[src/rtl/usb_data_buffer.sv]
// ============================================================================
// usb_data_buffer: 64-byte first-word-fall-through FIFO shared by AHB and USB TX/RX.
// Rev 1.0
// ============================================================================
`default_nettype none

module usb_data_buffer #(
  parameter int DEPTH = 64
) (
  input  logic       clk,
  input  logic       n_rst,
  input  logic       clear,
  input  logic       flush,
  input  logic       store_tx_data,
  input  logic [7:0] tx_data,
  input  logic       store_rx_packet_data,
  input  logic [7:0] rx_packet_data,
  input  logic       get_tx_packet_data,
  input  logic       get_rx_data,
  output logic [7:0] tx_packet_data,
  output logic [7:0] rx_data,
  output logic [6:0] buffer_occupancy,
  output logic       buffer_error
);

  localparam int        AW     = 6;
  localparam logic [6:0] C_FULL = 7'(DEPTH);

  logic [7:0]    mem [0:DEPTH-1];
  logic [AW-1:0] wptr_q, wptr_d;
  logic [AW-1:0] rptr_q, rptr_d;
  logic [6:0]    count_q, count_d;
  logic          err_q, err_d;

  logic       w_wr, w_rd, w_rd_ok, w_wr_ok, w_empty_req;
  logic [7:0] w_wdata;

  always_comb begin
    w_wr        = store_tx_data | store_rx_packet_data;
    w_rd        = get_tx_packet_data | get_rx_data;
    w_wdata     = store_tx_data ? tx_data : rx_packet_data;
    w_empty_req = clear | flush;
    w_rd_ok     = w_rd & (count_q != 7'd0);
    // A pop in the same edge frees a slot, so a write at full still lands.
    w_wr_ok     = w_wr & ((count_q != C_FULL) | w_rd_ok);

    wptr_d  = wptr_q;
    rptr_d  = rptr_q;
    count_d = count_q;
    err_d   = err_q
            | (store_tx_data & store_rx_packet_data)
            | (get_tx_packet_data & get_rx_data)
            | (w_rd & ~w_rd_ok)
            | (w_wr & ~w_wr_ok);

    if (w_empty_req) begin
      wptr_d  = '0;
      rptr_d  = '0;
      count_d = '0;
      err_d   = 1'b0;
    end else begin
      if (w_wr_ok) wptr_d = wptr_q + 1'b1;
      if (w_rd_ok) rptr_d = rptr_q + 1'b1;
      if (w_wr_ok & ~w_rd_ok)      count_d = count_q + 7'd1;
      else if (w_rd_ok & ~w_wr_ok) count_d = count_q - 7'd1;
    end
  end

  always_ff @(posedge clk or negedge n_rst) begin
    if (!n_rst) begin
      wptr_q  <= '0;
      rptr_q  <= '0;
      count_q <= '0;
      err_q   <= 1'b0;
    end else begin
      wptr_q  <= wptr_d;
      rptr_q  <= rptr_d;
      count_q <= count_d;
      err_q   <= err_d;
    end
  end

  // Storage is deliberately left unreset; count gates the head output instead.
  always_ff @(posedge clk) begin
    if (w_wr_ok & ~w_empty_req) mem[wptr_q] <= w_wdata;
  end

  always_comb begin
    tx_packet_data   = (count_q != 7'd0) ? mem[rptr_q] : 8'h00;
    rx_data          = tx_packet_data;
    buffer_occupancy = count_q;
    buffer_error     = err_q;
  end

endmodule

`default_nettype wire
[config.mk]
export PLATFORM = sky130hd
export DESIGN_NAME = usb_data_buffer
export DESIGN_NICKNAME = d
export VERILOG_FILES = /design/src/rtl/usb_data_buffer.sv
export SDC_FILE = /design/constraint.sdc
export NUM_CORES = 1
export LEC_CHECK = 0
export BUFFER_PORTS_ARGS = -buffer_cell sky130_fd_sc_hd__buf_2
export CAP_MARGIN = 5
export CORE_MARGIN = 2
export CORE_UTILIZATION = 30
export DETAILED_ROUTE_END_ITERATION = 16
export PLACE_DENSITY_LB_ADDON = 0.3
export SLEW_MARGIN = 20
export SYNTH_ARGS = -nofsm -noshare
export SYNTH_HDL_FRONTEND = slang
export SYNTH_SLANG_ARGS = --single-unit
[constraint.sdc]
create_clock -name clk -period 3.3 [get_ports clk]
set_clock_uncertainty 0.1 [all_clocks]
set_input_delay 0.165 -clock clk [delete_from_list [all_inputs] [get_ports clk]]
set_output_delay 0.165 -clock clk [all_outputs]
set_load 0.03 [all_outputs]
==> flow_summary.ini <==
[run_status]
status = finished, violations left
violations = setup timing

[placed_design]
dpl_cell_area_sq_um = 23400
dp_hpwl_mm = 31.9
gp_congestion = 0.800
dp.cells = 2093
io_buffers = 47

[floorplanning]
placementRows = 97
core-area_sq_um = 70300
die_h_um = 271
io_pins = 48
initial_utilization = 0.304
die_area_sq_um = 73400
die-width_um = 271

[grt]
antenna_found_initial = 2
groute.usage.overall = 0.140
grt_pass1_wl_mm = 76.2
grt_max_degree = 65
grt_pass1_vias = 11500
overflow = 0

[clock_network]
clk_pin_slew_ns = 0.06
htree_levels = 2
cts_sinks = 532
cts_buffers = 55
cts_tree = yes
clk_path_buf_depth = 3
cts-root-buf = clkbuf_16
clk_latency_ns = 0.61

[hold_path]
min_path_type = primary input to async pin

[final_layout]
syn_to_final_growth_pct = 20.7
fin_area_sq_um = 25800
diodes = 0
layout_common_cells = 512 x edfxtp_1, 121 x buf_4, 114 x mux4_2
final_common_cell = edfxtp_1
layout-drive-gt1-share = 0.341
stdcell_count = 2228
layout.nets = 1275
fill_cells = 6447

[sta]
fin_hold_ws_ns = 0.0369
worstMarginPinSlew_ns = 1.07
slew_headroom = 0.285
slew_viol_final = 0
timing.final.crit_period_ns = 3.34
fmax_mhz = 300
setup_viol = 2
grt_setup_unrepaired = yes
hold_viol_final = 0
worst_slack_ns = -0.0352
fin_crit_sh = 1.01

[synth]
synth_fa_ha_area_frac = 0.00609
ys.flop_type = edfxtp_1
synth.area.mux_share = 0.159
synth_xor_area_frac = 0.00568
synth_edf_count = 512
yosysWarnings = 0
synth_area_sq_um = 21400
synth_nets = 1081
yosys.area_share.simple = 0.0339
syn-instance-count = 1048
synth_compound_area_frac = 0.0319
ys_types = 63
ys_ff_latch = 532
ys_seq_area_frac = 0.743
synth_top_family_by_area = multiplexers
syn_avg_cell_area_sq_um = 20.4
async_flop_share = 0.0376

[job]
drv_cap = 0

[worst_setup_path]
worstPathRequired_ns = 3.03
path_class = flop to output port
cp-end-kind = output port
critPathArrivalTime_ns = 3.07
cp_max_fo = 16
worstSetupStartpointType = flop

[routing]
ant_nets = 0
dr.first_iter.drc_count = 797
wl_per_cell_um = 22.8
viasPerCell = 4.88
totalWireLength_mm = 50.9
dr.pass1.iters = 5
drc = 0
vias = 10900

[power_and_ir_drop]
swShare = 0.274
intPower_mw = 13.2
combPwrFrac = 0.234
p_seq_frac = 0.418
powerDensity_nw_per_um2 = 703
p_sw_mw = 4.96
p_clk_frac = 0.349
leakage_nw = 8.21
max-vdd-ir-drop_mv = 0.525
## power by group through the flow
stage,Clock [mW],Sequential (mW),Combinational [mW]
detailed placement,0,7.76,3.85
finish,6.32,7.57,4.23
floorplan,0,7.74,2.68
global route,6.71,7.58,4.51
CTS,6.46,7.57,4.21
global placement,0,7.76,3.85
## worst max-delay path, cell delays in order (launching register included)
cell	delay, ns
dfrtp_4	0.55
buf_12	0.20
buf_12	0.17
mux4_2	0.35
o22ai_2	0.09
a211oi_1	0.42
buf_4	0.21
a22o_1	0.23
buf_2	0.23
## routing by layer
metal / up-vias / routed length (um) / global-route usage
li1: 4742 / - / -
met1: 5727 / 22100 / 0.189
met2: 303 / 24200 / 0.225
met3: 97 / 3090 / 0.0300
met4: 4 / 1430 / 0.0455
met5: - / 22 / 0
## cells by family after synthesis
group,count (synthesis)
AND/OR/NAND/NOR,160
AO/OA/AOI/OAI,95
XOR/XNOR,13
adder cells (fa/ha/maj),10
multiplexers,173
buffers and inverters,65
flip-flops,532
## cell type report
type,instances,area (sq um),area share
well taps,940,1180,0.0456
multi-input cells,451,5220,0.202
inverters,4,15.0,0.000582
flip-flops and latches,532,15900,0.616
clock inverters,38,409,0.0159
repair buffers,198,1650,0.0640
clock buffers,65,1440,0.0556
## flip-flops by register name, summed over array words and instances (netlist names)
name / cells
buffer_error: 1
buffer_occupancy: 7
mem: 512
rptr_q: 6
wptr_q: 6
## synth_stat cells (2+ instances only)
cell / number / area share
or2_2: 2 / 0.00059
a21o_1: 3 / 0.0011
o22ai_1: 14 / 0.0041
a31oi_1: 2 / 0.00059
nand3_1: 9 / 0.0021
xnor2_1: 5 / 0.0020
xor2_1: 7 / 0.0029
buf_4: 12 / 0.0042
a22o_1: 5 / 0.0020
mux4_1: 15 / 0.018
a22oi_1: 7 / 0.0025
o211ai_1: 6 / 0.0021
a221oi_1: 6 / 0.0025
inv_1: 4 / 0.00070
nand2b_1: 3 / 0.00088
nor2b_1: 8 / 0.0023
nor2_1: 89 / 0.016
mux4_2: 113 / 0.12
clkbuf_1: 17 / 0.0030
buf_6: 10 / 0.0053
mux2_2: 12 / 0.0063
mux2i_1: 32 / 0.015
nand2_1: 25 / 0.0044
buf_2: 12 / 0.0028
o31ai_1: 3 / 0.0011
buf_12: 2 / 0.0019
a211oi_1: 16 / 0.0056
nor3_1: 3 / 0.00070
and3_1: 3 / 0.00088
ha_1: 8 / 0.0047
a21oi_1: 7 / 0.0016
nor3b_1: 3 / 0.0011
o21ai_0: 13 / 0.0030
dfrtp_1: 20 / 0.023
buf_1: 6 / 0.0011
edfxtp_1: 512 / 0.72
or3_1: 4 / 0.0012
nand4_1: 2 / 0.00059
nand3b_1: 4 / 0.0014
## per-stage QoR
| stage | power [mW] | utilization | setup slack [ns] | setup TNS [ns] |
|---|---|---|---|---|
| 2_1_floorplan | 10.4 | - | 0.234 | 0 |
| 3_3_place_gp | 11.6 | 0.333 | 0.293 | 0 |
| 3_5_place_dp | 11.6 | 0.333 | 0.250 | 0 |
| 4_1_cts | 18.2 | 0.366 | -0.0142 | -0.0363 |
| 5_1_grt | 18.8 | 0.367 | -0.0695 | -0.798 |
| 6_report | 18.1 | 0.367 | -0.0352 | -0.0685 |
## path summary, 6_finish.rpt
kind                                     start             endpoint  slack (ns)  cells after the start
setup / recovery                     rptr_q[0]    tx_packet_data[2]       -0.04                      8
hold / removal                           n_rst  buffer_occupancy[1]        0.04                      3
setup reg to reg           buffer_occupancy[6]         buffer_error        0.17                      8
hold reg to reg            buffer_occupancy[3]  buffer_occupancy[3]        0.48                      2
max in group asynchronous                n_rst            rptr_q[1]        2.67                      3
min in group clk            get_tx_packet_data            rptr_q[1]        0.10                      5
## repair_timing
item | 4_1_cts | 5_1_grt
buffers inserted | 22 | 2
pin swaps | 4 | 4
hold buffers | 9 | 0
gates resized for setup | 44 | 18
setup endpoints to repair | 16 | 16
endpoints found under the hold margin | 32 | 0
(Power assumes the default switching activity.)
